**config.mk**
```make
export PLATFORM = sky130hd
export DESIGN_NAME = alu_2to1_reg
export DESIGN_NICKNAME = d
export VERILOG_FILES = /design/src/rtl/alu_pkg.sv /design/src/rtl/alu_shifter.sv /design/src/rtl/alu_2to1_reg.sv
export SDC_FILE = /design/constraint.sdc
export NUM_CORES = 1
export LEC_CHECK = 0
export CAP_MARGIN = 20
export CORE_MARGIN = 8
export CORE_UTILIZATION = 35
export DETAILED_ROUTE_END_ITERATION = 16
export PLACE_DENSITY = 0.54
export REMOVE_ABC_BUFFERS = 1
export SYNTH_ARGS = -nofsm -noshare
export SYNTH_HDL_FRONTEND = slang
export SYNTH_HIERARCHICAL = 1
export SYNTH_SLANG_ARGS = --single-unit
```
**constraint.sdc**
```tcl
create_clock -name CLK -period 1.1 [get_ports CLK]
set_input_delay 0.22 -clock CLK [delete_from_list [all_inputs] [get_ports CLK]]
set_output_delay 0.22 -clock CLK [all_outputs]
set_load 0.005 [all_outputs]
```
**src/rtl/alu_pkg.sv**
```systemverilog
// +----------------------------------------------------------------------------+
// | alu_pkg : shared width constants and opcode / shift-type encodings for   |
// |           the registered two-operand ALU.                                  |
// | Rev 1.0                                                                    |
// +----------------------------------------------------------------------------+
`timescale 1ns/1ps
`default_nettype none

package alu_pkg;

  localparam int ALU_WIDTH   = 32;
  localparam int ALU_SHAMT_W = $clog2(ALU_WIDTH);

  typedef enum logic [2:0] {
    ALU_ADD = 3'd0,
    ALU_SUB = 3'd1,
    ALU_AND = 3'd2,
    ALU_XOR = 3'd3,
    ALU_SLL = 3'd4,
    ALU_SRL = 3'd5,
    ALU_SRA = 3'd6,
    ALU_OR  = 3'd7
  } alu_op_t;

  typedef enum logic [1:0] {
    SH_SLL  = 2'd0,
    SH_SRL  = 2'd1,
    SH_SRA  = 2'd2,
    SH_RSVD = 2'd3
  } shift_t;

  // Shift opcodes 4..6 carry their shift type in the low two bits.
  function automatic shift_t op_to_shift(input alu_op_t op);
    return shift_t'(op[1:0]);
  endfunction

endpackage

`default_nettype wire

```
**src/rtl/alu_shifter.sv**
```systemverilog
// +----------------------------------------------------------------------------+
// | alu_shifter : combinational log-stage barrel shifter for SLL/SRL/SRA.    |
// | Rev 1.0                                                                    |
// +----------------------------------------------------------------------------+
`timescale 1ns/1ps
`default_nettype none

module alu_shifter
  import alu_pkg::*;
#(
  parameter int WIDTH   = ALU_WIDTH,
  parameter int SHAMT_W = $clog2(WIDTH)
) (
  input  logic [WIDTH-1:0]   data,
  input  logic [SHAMT_W-1:0] shamt,
  input  shift_t             shift_type,
  output logic [WIDTH-1:0]   result
);

  logic             w_left;
  logic             w_fill;
  logic [WIDTH-1:0] w_data_rev;
  logic [WIDTH-1:0] w_out_rev;
  logic [WIDTH-1:0] w_stage [0:SHAMT_W];

  assign w_left = (shift_type == SH_SLL);
  assign w_fill = (shift_type == SH_SRA) & data[WIDTH-1];

  // Left shifts reuse the right-shift network by mirroring the word in and out.
  for (genvar k = 0; k < WIDTH; k++) begin : g_rev
    assign w_data_rev[k] = data[WIDTH-1-k];
    assign w_out_rev[k]  = w_stage[SHAMT_W][WIDTH-1-k];
  end

  assign w_stage[0] = w_left ? w_data_rev : data;

  for (genvar i = 0; i < SHAMT_W; i++) begin : g_stage
    localparam int STEP = 1 << i;
    assign w_stage[i+1] = shamt[i]
                        ? {{STEP{w_fill}}, w_stage[i][WIDTH-1:STEP]}
                        : w_stage[i];
  end

  assign result = w_left ? w_out_rev : w_stage[SHAMT_W];

endmodule

`default_nettype wire

```
**src/rtl/alu_2to1_reg.sv**
```systemverilog
// +----------------------------------------------------------------------------+
// | alu_2to1_reg : 32-bit two-operand ALU with registered result and flags.  |
// | Build option: define ALU_FLAGS_EN to generate Zero/Negative/Carry/Overflow|
// | Rev 1.0                                                                    |
// +----------------------------------------------------------------------------+
`timescale 1ns/1ps
`default_nettype none

module alu_2to1_reg
  import alu_pkg::*;
#(
  parameter int WIDTH = ALU_WIDTH
) (
  input  logic             CLK,
  input  logic             RST,
  input  logic [WIDTH-1:0] In_A,
  input  logic [WIDTH-1:0] In_B,
  input  logic [2:0]       ALUControl,
  output logic [WIDTH-1:0] Out_ALU,
  output logic             Zero,
  output logic             Negative,
  output logic             Carry,
  output logic             Overflow
);

  localparam int SHAMT_W = $clog2(WIDTH);

  alu_op_t          w_op;
  logic             w_is_sub;
  logic [WIDTH-1:0] w_b_op;
  logic [WIDTH-1:0] w_sum;
  logic [WIDTH-1:0] w_shift;
  logic [WIDTH-1:0] w_result;
  logic [WIDTH-1:0] r_result;

  assign w_op     = alu_op_t'(ALUControl);
  assign w_is_sub = (w_op == ALU_SUB);
  assign w_b_op   = w_is_sub ? ~In_B : In_B;

  alu_shifter #(
    .WIDTH   (WIDTH),
    .SHAMT_W (SHAMT_W)
  ) u_shifter (
    .data       (In_A),
    .shamt      (In_B[SHAMT_W-1:0]),
    .shift_type (op_to_shift(w_op)),
    .result     (w_shift)
  );

  always_comb begin
    w_result = '0;
    case (w_op)
      ALU_ADD,
      ALU_SUB: w_result = w_sum;
      ALU_AND: w_result = In_A & In_B;
      ALU_XOR: w_result = In_A ^ In_B;
      ALU_SLL,
      ALU_SRL,
      ALU_SRA: w_result = w_shift;
      ALU_OR:  w_result = In_A | In_B;
      default: w_result = '0;
    endcase
  end

  always_ff @(posedge CLK or posedge RST) begin
    if (RST) begin
      r_result <= '0;
    end else begin
      r_result <= w_result;
    end
  end

  assign Out_ALU = r_result;

`ifdef ALU_FLAGS_EN
  logic w_carry;
  logic w_arith;
  logic w_ovf;
  logic r_zero;
  logic r_negative;
  logic r_carry;
  logic r_overflow;

  // Subtract is A + ~B + 1, so the adder carry-out is directly "no borrow".
  assign {w_carry, w_sum} = {1'b0, In_A} + {1'b0, w_b_op} + {{WIDTH{1'b0}}, w_is_sub};
  assign w_arith = (w_op == ALU_ADD) || w_is_sub;
  // Operands entering the adder share a sign but the sum's sign differs.
  assign w_ovf   = (In_A[WIDTH-1] == w_b_op[WIDTH-1]) && (w_sum[WIDTH-1] != In_A[WIDTH-1]);

  always_ff @(posedge CLK or posedge RST) begin
    if (RST) begin
      r_zero     <= 1'b1;
      r_negative <= 1'b0;
      r_carry    <= 1'b0;
      r_overflow <= 1'b0;
    end else begin
      r_zero     <= (w_result == '0);
      r_negative <= w_result[WIDTH-1];
      r_carry    <= w_arith & w_carry;
      r_overflow <= w_arith & w_ovf;
    end
  end

  assign Zero     = r_zero;
  assign Negative = r_negative;
  assign Carry    = r_carry;
  assign Overflow = r_overflow;
`else
  assign w_sum    = In_A + w_b_op + {{(WIDTH-1){1'b0}}, w_is_sub};
  assign Zero     = 1'b0;
  assign Negative = 1'b0;
  assign Carry    = 1'b0;
  assign Overflow = 1'b0;
`endif

endmodule

`default_nettype wire

```
Word-level counts from Yosys, hierarchy flattened:

Cells that the tools add are included.

* flip-flop bits (word level): 32
* bits of input ports: 69
* output and inout bits: 36
* word-level logic and storage cells: 29

* add/subtract/negate cells: 2
* equality and inequality tests: 8
* muxes and demuxes: 9
* bitwise operators: 5
* reductions and logical operators: 4

Operators with widths (count)
* $mux 32: 8
* $pmux 32 s5: 1
* $add 32x1->32: 1
* $add 32x32->32: 1
* $and 32x32->32: 1
* $not 32->32: 1
* $or 32x32->32: 1
* $xor 32x32->32: 1
* $eq 3x3->1 const B: 4
* $eq 3x2->1 const B: 2
* $eq 3x1->1 const B: 1
* $logic_not 3->1: 1
* $reduce_or 3->1: 1
* $eq 2x2->1 const B: 1
* $logic_not 2->1: 1
* $reduce_or 2->1: 1
* $and 1x1->1: 1

Longest topological paths before layout:

Gate-level depths: netlist of run 1.

* depth in word-level cells: 9
* depth in mapped cells: 14
* mapped depth without buffers: 11

Modules after synthesis:

The synthesis of run 1 kept the hierarchy.

Modules (own cells, without submodules)
* alu_2to1_reg: times used 1, cells each 684, area each 5128.7 sq um
* alu_shifter: times used 1, cells each 357, area each 2851.5 sq um

Least setup slack after synthesis of run 1:

Ideal clock, no wire load.

* kind: input to register
* from: in ALUControl[1]
* to: reg r_result[24] (netlist: Out_ALU[24])
* arrival time: 3.329 ns
* data required time: 0.976 ns
* setup slack: -2.353 ns
* stages: 13
* cell sequence: clkbuf_1 > nor2_1 > nand2_1 > clkbuf_1 > xnor2_1 > fa_1 > a21oi_1 > o22ai_1 > a221oi_1 > a21oi_1 > a211oi_1 > mux2i_1 > a211o_1

* cells in the longest elaborated chain, start to end: 9
* elaborated cells on any way between the ends: 24
* those cells by class: add/sub (2); eq/ne (8); mux (9); bitwise (1); reduce/logical (4)

RTL lines
* from (decl): RTL line alu_2to1_reg.sv:18 `input logic [2:0] ALUControl,`
* branches (longest 8 deep; another with $add 32x32->32)
* $pmux 32 s5 (*): RTL line alu_2to1_reg.sv:52 `case (w_op)`
* named net w_result[24]: RTL line alu_2to1_reg.sv:33 `logic [WIDTH-1:0] w_result;`
* to (signal assigned): RTL line alu_2to1_reg.sv:69 `r_result <= w_result;`
* to (decl): RTL line alu_2to1_reg.sv:34 `logic [WIDTH-1:0] r_result;`

Mark *: on every way through the listed nets, which the timed path passes.

Worst setup path after layout of run 1:

* from: in ALUControl[0]
* to: reg r_result[14] (netlist: Out_ALU[14])

* cells in the longest elaborated chain, start to end: 9
* elaborated cells on any way between the ends: 24
* those cells by class: add/sub (2); eq/ne (8); mux (9); bitwise (1); reduce/logical (4)

RTL lines
* $eq 2x2->1 / $logic_not 2->1 (equally long branches): RTL line alu_shifter.sv:27, alu_shifter.sv:26
* $and 1x1->1 / $mux 32 (equally long branches): RTL line alu_shifter.sv:27, alu_shifter.sv:35
* $mux 32 (5 in a row): RTL line alu_shifter.sv:40 `? {{STEP{w_fill}}, w_stage[i][WIDTH-1:STEP]}`
* $mux 32 (*): RTL line alu_shifter.sv:44 `assign result = w_left ? w_out_rev : w_stage[SHAMT_W];`
* named net w_shift[14]: RTL line alu_2to1_reg.sv:32 `logic [WIDTH-1:0] w_shift;`
* $pmux 32 s5 (*): RTL line alu_2to1_reg.sv:52
* named net w_result[14]: RTL line alu_2to1_reg.sv:33

Mark *: on every way through the listed nets, which the timed path passes. The rest lies on a longest branch.

==> out/summary.txt, run 1 <==
synth warn - 6
antenna violations before repair - 1
clk sinks - 32
EDFF count, synth - 0
critical path class - primary input to flip-flop
Max VDD drop - 0.000609 V
die height - 167 um
Tmin final - 2.73 ns
RSZ-0062 raised after global routing - true
Root Driver - clkbuf_16
Core Region - 22500 um^2
Clk pin slew, worst setup/hold paths - 0.08 ns
area occupied by multi-input gates - 7760 um^2
pre-CTS setup slack - -2.65 ns
drt first pass iters - 5
Least-Margin Pin Slew - 0.701 ns
layout cell share with drive strength beyond 1 - 0.446
DR DRC count - 0
Clk network pwr share - 0.168
Final ANT Viol Nets - 0
Fin. Hold Viols - 0
Combinational Power Share - 0.702
Worst setup endpoint - Out_ALU[14]
CP Capture Type - flip-flop
placer congestion estimate - 0.977
crit path cell chain - buf_8 > buf_6 > buf_12 > nor2_4 > buf_12 > mux4_2 > mux4_2 > mux2i_2 > nand2b_4 > o221ai_2 > a221oi_2 > a21oi_1
total track usage - 0.284
Worst Path Arrival - 2.89 ns
Max Slew Vio Count - 0
Tcrit/Tclk final - 2.48
post-synth top area cell - ha_1
Final Worst Setup Slack - -1.63 ns
CP top delay family - multiplexers
Post-Place Cells - 1670
Area contributors post-synth - ha_1 (15%), mux4_2 (10%), dfrtp_1 (10%)
total gr overflow - 0
routed via count - 10135
Switching Fraction - 0.440
layout overhead on the synthesized area - 68.5%
largest net degree at the start of global routing - 59
hold slack final - 0.309 ns
launch point of the worst path - ALUControl[0]
failing checks - setup timing
status - complete, but fails checks
number of flip-flops in the largest register - 32
Main synth FF type - dfrtp_1
synth unique cells - 81
worst rel slew slack - 0.531
Max FO, Critical Path - 7
die area - 27900 um^2
Worst Path Required - 1.26 ns
drt total wl - 41.4 mm
worst path buffer plus inverter count - 4
vias in the first global route - 9874
type of the most critical hold path - primary input to async pin
cell internal pwr - 0.00622 W
max frequency - 366 MHz
Synth Area per Inst - 7.67 um^2
Non-Filler Instances - 1740
Mapped Cells - 1041
MaxCap Viol Count - 0
io pins - 105
TritonCTS buffer count - 5
IO Port Bufs - 100
PD cells - 826 nW/um^2
Reg power frac - 0.131
sequential area share after synthesis - 0.100
Initial DRC Count - 914
FF+latch area - 801 um^2
DIE WIDTH - 167 um
DPL Wire Length - 31.4 mm
setup violators final - 32
Lkg Pwr - 6.09 nW
Yosys top cell area share - 0.151
Layout Nets - 1619
total design power - 0.0111 W
CTS Buffer Depth - 2
Starting Density - 0.355
DR vias/cell - 5.82
sw power - 0.00489 W
wire length per cell - 23.8 um
first-pass GRT wire length - 60.7 mm
crit-path max cell delay - 0.58 ns
CTS tree - yes
slowest CP cell - mux4_2
Worst setup SP type - primary input
fill count - 2075
Levels on crit path - 12
Post-Syn Area - 7980 um^2
H-tree depth - 2
Rows - 55
FFs w/ async S/R, synth - 1.00
#FFs+latches synth - 32
metal layers:
layer | vias up | track usage | routed length (um)
li1 | 4726 | - | -
met1 | 4860 | 0.373 | 18000
met2 | 466 | 0.433 | 18200
met3 | 83 | 0.0567 | 2960
met4 | 0 | 0.146 | 2250
met5 | - | 0 | 0
through the flow:
step                instance area [um^2]   util  setup TNS [ns]
detailed placement                 11500  0.510          -79.91
CTS                                12500  0.556          -49.34
floorplan                           7670      -          -98.91
global placement                   11500  0.510          -78.40
finish                             13400  0.598          -49.16
global route                       13400  0.598          -51.60
how the worst min path moves through the flow:
| stage | endpoint | startpoint | depth (start not counted) | slack [ns] |
|---|---|---|---|---|
| floorplan | Out_ALU[4] | ALUControl[1] | 1 | 0.30 |
| global placement | Out_ALU[31] | RST | 3 | 0.65 |
| detailed placement | Out_ALU[31] | RST | 3 | 0.66 |
| CTS | Out_ALU[1] | RST | 3 | 0.31 |
| global route | Out_ALU[1] | RST | 3 | 0.34 |
| finish | Out_ALU[1] | RST | 3 | 0.31 |
repair_timing:
item                       CTS  global route
setup buffers               30            34
cloned                       4             0
pin swaps                   64            76
resized for setup          305           157
hold buffers                 0             0
setup endpoints to repair   64            39
cell type report:
type                       instances  share of cell area
inverter                          85              0.0244
antenna                            1            0.000186
timing repair buffer             473               0.300
tap                              285              0.0265
multi-input combinational        856               0.577
sequential                        32              0.0595
clock buffer                       5             0.00930
clock inverter                     3             0.00316
power by group through the flow:
stage               logic, W  clock network, W  registers (W)
finish               0.00779           0.00186        0.00145
floorplan            0.00287                 0        0.00147
global placement     0.00638                 0        0.00148
detailed placement   0.00639                 0        0.00148
CTS                  0.00692           0.00190        0.00145
global route         0.00830           0.00191        0.00146
cells in the mapped netlist, drive strengths merged, types with 5 or more instances:
cell type and n:
dfrtp 32, a21oi 77, a31oi 11, buf 16, a21o 13, nand2 128
a221oi 20, ha 96, o211ai 9, a22oi 27, clkbuf 56, nand3 15
and3 6, inv 83, o21ai 84, o311ai 5, nor3 14, o32ai 6
o21bai 8, o22ai 24, o31ai 7, a211oi 13, nor2 69, xnor2 42
mux2i 32, xor2 13, or2 8, or3 6, nand4 6, mux4 41
layout by cell type, fill, tap and decap left out, drive strengths merged, types with 27 or more instances in the layout:
cell / Yosys / routed
nand2: 128 / 128
mux2i: 32 / 32
nor2: 69 / 69
dfrtp: 32 / 32
a21oi: 77 / 77
mux4: 41 / 41
xnor2: 42 / 42
o21ai: 84 / 84
inv: 83 / 82
clkdlybuf4s50: 0 / 50
buf: 16 / 402
ha: 96 / 96
a22oi: 27 / 27
cells by family after synthesis:
kind of cell | count (synthesis) | synth area share
AO/OA/AOI/OAI | 348 | 0.289
AND/OR/NAND/NOR | 274 | 0.154
buffers and inverters | 157 | 0.0796
adder cells (fa/ha/maj) | 97 | 0.153
multiplexers | 77 | 0.163
XOR/XNOR | 55 | 0.0604
flip-flops | 32 | 0.100
other | 1 | 0.000470
No activity file was read; power rests on OpenSTA's default activity.
==> inputs of run 2 (changes only) <==
Settings changed: PLACE_DENSITY 0.54 to unset, PLACE_DENSITY_LB_ADDON set to 0.25, RECOVER_POWER set to 25.
==> out/summary.txt, run 2 (same netlist as run 1, synthesis figures left out) <==
total design power - 0.0109 W (was 0.0111 W)
Clk pin slew, worst setup/hold paths - 0.07 ns (was 0.08 ns)
type of the most critical hold path - primary input to flip-flop (was primary input to async pin)
Tcrit/Tclk final - 2.54 (was 2.48)
crit path cell chain - buf_8 > buf_6 > buf_6 > nor2_4 > buf_12 > buf_6 > mux4_2 > buf_6 > a22oi_2 > and3_4 > a211oi_2 > o22a_1 > a22o_1 > a211o_1 (was buf_8 > buf_6 > buf_12 > nor2_4 > buf_12 > mux4_2 > mux4_2 > mux2i_2 > nand2b_4 > o221ai_2 > a221oi_2 > a21oi_1)
CP most frequent cell - buf_6
Post-Place Cells - 1704 (was 1670)
worst path buffer plus inverter count - 6 (was 4)
DR DRC count - 0 (unchanged)
commonest non-fill, non-tap cell in the layout - buf_4 (unchanged)
Final Worst Setup Slack - -1.70 ns (was -1.63 ns)
Tmin final - 2.80 ns (was 2.73 ns)
wire length per cell - 23.3 um (was 23.8 um)
Layout Nets - 1623 (was 1619)
Non-Filler Instances - 1743 (was 1740)
fin util - 0.585 (was 0.598)
Starting Density - 0.355 (unchanged)
Worst setup SP type - primary input (unchanged)
status - complete, but fails checks (unchanged)
Worst Path Arrival - 2.99 ns (was 2.89 ns)
H-tree depth - 2 (unchanged)
vias in the first global route - 9988 (was 9874)
Max VDD drop - 0.000579 V (was 0.000609 V)
area occupied by multi-input gates - 7480 um^2 (was 7760 um^2)
CTS Buffer Depth - 2 (unchanged)
Core Region - 22500 um^2 (unchanged)
CP Capture Type - flip-flop (unchanged)
DIE WIDTH - 167 um (unchanged)
io pins - 105 (unchanged)
setup total negative slack - -50.57 ns (was -49.16 ns)
fill count - 2032 (was 2075)
Final ANT Viol Nets - 0 (unchanged)
Initial DRC Count - 865 (was 914)
routed via count - 10245 (was 10135)
layout cell share with drive strength beyond 1 - 0.425 (was 0.446)
MaxCap Viol Count - 0 (unchanged)
DR vias/cell - 5.88 (was 5.82)
worst rel slew slack - 0.574 (was 0.531)
slowest CP cell - mux4_2 (unchanged)
RSZ-0062 raised after global routing - true (unchanged)
antenna violations before repair - 0 (was 1)
die area - 27900 um^2 (unchanged)
Max Slew Vio Count - 0 (unchanged)
placer congestion estimate - 0.987 (was 0.977)
PD cells - 826 nW/um^2 (about the same)
CTS tree - yes (unchanged)
Rows - 55 (unchanged)
most frequent cells in the layout - buf_4 (332), nand2_1 (119), ha_1 (92), inv_1 (81) (was buf_4 (320), nand2_1 (117), ha_1 (83), inv_1 (80), o21ai_0 (61))
Least-Margin Pin Slew - 0.633 ns (was 0.701 ns)
critical path class - primary input to flip-flop (unchanged)
largest net degree at the start of global routing - 49 (was 59)
CP top delay family - compound AO/OA/AOI/OAI gates (was multiplexers)
setup violators final - 32 (unchanged)
failing checks - setup timing (unchanged)
Worst Path Required - 1.29 ns (was 1.26 ns)
clk sinks - 32 (unchanged)
IO Port Bufs - 100 (unchanged)
FF+latch area - 801 um^2 (unchanged)
crit-path max cell delay - 0.61 ns (was 0.58 ns)
Root Driver - clkbuf_16 (unchanged)
layout overhead on the synthesized area - 64.8% (was 68.5%)
drt first pass iters - 5 (unchanged)
n_diodes - 0 (was 1)
total gr overflow - 0 (unchanged)
DPL Wire Length - 31.4 mm (about the same)
drt total wl - 40.7 mm (was 41.4 mm)
TritonCTS buffer count - 5 (unchanged)
Max FO, Critical Path - 6 (was 7)
number of flip-flops in the largest register - 32 (unchanged)
Lkg Pwr - 6.05 nW (was 6.09 nW)
Fin. Hold Viols - 0 (unchanged)
max frequency - 357 MHz (was 366 MHz)
die height - 167 um (unchanged)
first-pass GRT wire length - 61.2 mm (was 60.7 mm)
total track usage - 0.283 (was 0.284)
-- run 2: cell count changes in the layout (fill, tap and decap cells not counted), sizes merged, moves of 2 or more --
cell,delta
bufbuf,+2
buf,-2
clkdlybuf4s15,+2
clkbuf,+2
-- run 2: what timing repair did --
item,4_1_cts,5_1_grt
gates resized for setup,302,89
hold buffers,0,0
gates cloned,3,0
buffers inserted,24,11
endpoints found under the setup margin,64,41
pin swaps,50,42
-- run 2: area by class of cell --
class / count / area share
clock buffer: 5 / 0.00951
clock inverter: 3 / 0.00323
inverter: 85 / 0.0244
multi-input combinational: 855 / 0.569
sequential: 32 / 0.0609
tap: 285 / 0.0271
timing repair buffer: 478 / 0.306
-- run 2: worst paths after layout --
| path | start | end | slack, ns | depth (start not counted) |
|---|---|---|---|---|
| worst min-delay path | ALUControl[1] | Out_ALU[6] | 0.51 | 5 |
| worst max-delay path | ALUControl[0] | Out_ALU[24] | -1.70 | 14 |
| max in group asynchronous | RST | Out_ALU[16] | 0.14 | 3 |
| min in group asynchronous | RST | Out_ALU[30] | 0.55 | 3 |
-- run 2: worst min-delay path, delay by kind of cell --
kind,cells,cell delay [ns]
buf+inv,3,0.41
compound gates,2,0.13
-- run 2: power breakdown --
part / internal (W) / total, W / leakage, nW / switching, W
Clock: 0.00107 / 0.00186 / 0.0798 / 0.000791
Combinational: 0.00369 / 0.00757 / 5.58 / 0.00388
Sequential: 0.00137 / 0.00144 / 0.382 / 0.0000662
-- run 2: routing by layer --
| metal | wire [um] | part of all wire | global-route usage | up-vias |
|---|---|---|---|---|
| li1 | - | - | - | 4703 |
| met1 | 18400 | 0.45 | 0.386 | 5030 |
| met2 | 18100 | 0.45 | 0.444 | 442 |
| met3 | 2480 | 0.061 | 0.0307 | 70 |
| met4 | 1720 | 0.042 | 0.125 | 0 |
| met5 | 0 | 0 | 0 | - |
-- run 2: metrics by stage --
| step | hold slack (ns) | setup WS (ns) | cell area (um^2) |
|---|---|---|---|
| after floorplan | 0.305 | -3.56 | 7670 |
| after global routing | 0.512 | -1.74 | 13200 |
| final | 0.509 | -1.70 | 13200 |
| after CTS | 0.298 | -1.70 | 12800 |
| after global placement | 0.612 | -2.66 | 11700 |
| after detailed placement | 0.608 | -2.67 | 11700 |
==> inputs of run 3 (changes only) <==
Settings changed: GPL_ROUTABILITY_DRIVEN set to 0.
==> out/summary.txt, run 3 (same netlist as run 1, synthesis figures left out) <==
Combinational Power Share - 0.708 (was 0.696)
CP top delay family - multiplexers (was compound AO/OA/AOI/OAI gates)
Rows - 55 (unchanged)
most frequent cells in the layout - buf_4 (314), nand2_1 (116), ha_1 (85), inv_1 (81) (was buf_4 (332), nand2_1 (119), ha_1 (92), inv_1 (81))
DR DRC count - 0 (unchanged)
largest net degree at the start of global routing - 48 (was 49)
DPL Wire Length - 28.1 mm (was 31.4 mm)
max frequency - 362 MHz (was 357 MHz)
commonest non-fill, non-tap cell in the layout - buf_4 (unchanged)
Tcrit/Tclk final - 2.51 (was 2.54)
Starting Density - 0.355 (unchanged)
Final ANT Viol Nets - 0 (unchanged)
Levels on crit path - 14 (unchanged)
slowest CP cell - mux4_2 (unchanged)
drt total wl - 39.3 mm (was 40.7 mm)
Final Worst Setup Slack - -1.66 ns (was -1.70 ns)
first-pass GRT wire length - 56.8 mm (was 61.2 mm)
total track usage - 0.257 (was 0.283)
Hold Path Cell Cnt - 4 (was 5)
clk sinks - 32 (unchanged)
critical path class - primary input to flip-flop (unchanged)
fill count - 1881 (was 2032)
total gr overflow - 0 (unchanged)
Core Region - 22500 um^2 (unchanged)
Reg power frac - 0.131 (was 0.132)
DR vias/cell - 6.06 (was 5.88)
area post-placement - 11500 um^2 (was 11700 um^2)
Worst setup SP type - primary input (unchanged)
cell internal pwr - 0.00627 W (was 0.00614 W)
DIE WIDTH - 167 um (unchanged)
layout cell share with drive strength beyond 1 - 0.447 (was 0.425)
crit path cell chain - buf_12 > buf_8 > nor2_4 > buf_12 > buf_12 > mux4_2 > buf_6 > mux2i_2 > buf_4 > mux4_2 > nand3b_1 > o211ai_1 > a222oi_1 > nand2_1 (was buf_8 > buf_6 > buf_6 > nor2_4 > buf_12 > buf_6 > mux4_2 > buf_6 > a22oi_2 > and3_4 > a211oi_2 > o22a_1 > a22o_1 > a211o_1)
pre-CTS setup slack - -2.51 ns (was -2.67 ns)
routed via count - 10485 (was 10245)
type of the most critical hold path - primary input to flip-flop (unchanged)
CTS tree - yes (unchanged)
TritonCTS buffer count - 5 (unchanged)
CP Capture Type - flip-flop (unchanged)
post-route cell area - 13500 um^2 (was 13200 um^2)
vias in the first global route - 9868 (was 9988)
Tmin final - 2.76 ns (was 2.80 ns)
die area - 27900 um^2 (unchanged)
wire length per cell - 22.7 um (was 23.3 um)
drt first pass iters - 12 (was 5)
Initial DRC Count - 1297 (was 865)
worst rel slew slack - 0.471 (was 0.574)
MaxCap Viol Count - 0 (unchanged)
layout overhead on the synthesized area - 69.5% (was 64.8%)
CP most frequent cell - buf_12 (was buf_6)
PD cells - 823 nW/um^2 (was 826 nW/um^2)
Max FO, Critical Path - 5 (was 6)
worst path buffer plus inverter count - 6 (unchanged)
Max Slew Vio Count - 0 (unchanged)
IO Port Bufs - 100 (unchanged)
Switching Fraction - 0.437 (was 0.435)
setup violators final - 33 (was 32)
sw power - 0.00486 W (was 0.00473 W)
Worst Path Required - 1.27 ns (was 1.29 ns)
Root Driver - clkbuf_16 (unchanged)
fin util - 0.601 (was 0.585)
Clk network pwr share - 0.161 (was 0.171)
Lkg Pwr - 6.13 nW (was 6.05 nW)
crit-path max cell delay - 0.55 ns (was 0.61 ns)
Clk pin slew, worst setup/hold paths - 0.07 ns (about the same)
H-tree depth - 2 (unchanged)
n_diodes - 0 (unchanged)
total design power - 0.0111 W (was 0.0109 W)
status - complete, but fails checks (unchanged)
beginning of the worst hold path - ALUControl[1] (unchanged)
number of flip-flops in the largest register - 32 (unchanged)
Fin. Hold Viols - 0 (unchanged)
Layout Nets - 1610 (was 1623)
antenna violations before repair - 0 (unchanged)
Worst Path Arrival - 2.93 ns (was 2.99 ns)
io pins - 105 (unchanged)
launch point of the worst path - ALUControl[1] (was ALUControl[0])
Least-Margin Pin Slew - 0.786 ns (was 0.633 ns)
die height - 167 um (unchanged)
Max VDD drop - 0.000561 V (was 0.000579 V)
RSZ-0062 raised after global routing - true (unchanged)
CTS Buffer Depth - 2 (unchanged)
failing checks - setup timing (unchanged)
run 3: cell count changes in the layout (fill, tap and decap cells not counted), moves of 6 or more:
cell and change:
a21oi_1 -6, clkdlybuf4s50_1 -18, dlygate4sd2_1 +12, ha_1 -7, ha_4 +6, buf_4 -18
run 3: final cells by class:
class                      instances  area, um^2  share of cell area
sequential                        32         801              0.0592
multi-input combinational        855        7870               0.582
clock inverter                     3        42.5             0.00314
tap                              285         357              0.0264
inverter                          85         322              0.0238
clock buffer                       5         125             0.00925
timing repair buffer             465        4010               0.297
run 3: worst paths after layout:
check,endpoint
min in group asynchronous,Out_ALU[1]
worst max-delay path,Out_ALU[31]
max in group asynchronous,Out_ALU[12]
worst min-delay path,Out_ALU[7]
run 3: routing by layer:
| metal | global-route usage | part of all wire | vias to the layer above |
|---|---|---|---|
| met5 | 0 | 0 | - |
| met4 | 0.141 | 0.068 | 0 |
| met3 | 0.0496 | 0.10 | 156 |
| met2 | 0.397 | 0.44 | 692 |
| met1 | 0.334 | 0.40 | 4960 |
| li1 | - | - | 4677 |
run 3: per-stage QoR:
step,TNS (ns),hold slack (ns),instances
after floorplan,-98.91,0.305,972
after global routing,-50.13,0.417,1730
after CTS,-46.60,0.303,1706
after global placement,-73.87,0.610,1675
after detailed placement,-74.43,0.614,1675
final,-48.54,0.412,1730
run 3: what timing repair did:
item / CTS / global route
setup endpoints to repair: 64 / 43
hold endpoints to repair: 0 / 0
hold buffers: 0 / 0
buffers inserted: 21 / 27
gates resized for setup: 295 / 176
cloned: 5 / 1
pin swaps: 44 / 91
run 3: power by group through the flow:
stage	sequential, W	clock, W	combinational, W
floorplan	0.00147	0	0.00287
global placement	0.00149	0	0.00628
detailed placement	0.00148	0	0.00633
CTS	0.00146	0.00181	0.00688
global route	0.00147	0.00185	0.00833
finish	0.00146	0.00179	0.00788
run 3: worst min-delay path: cells and delay by family:
family | cells | cell delay [ns]
AO/OA/AOI/OAI | 1 | 0.13
buffers and inverters | 3 | 0.31
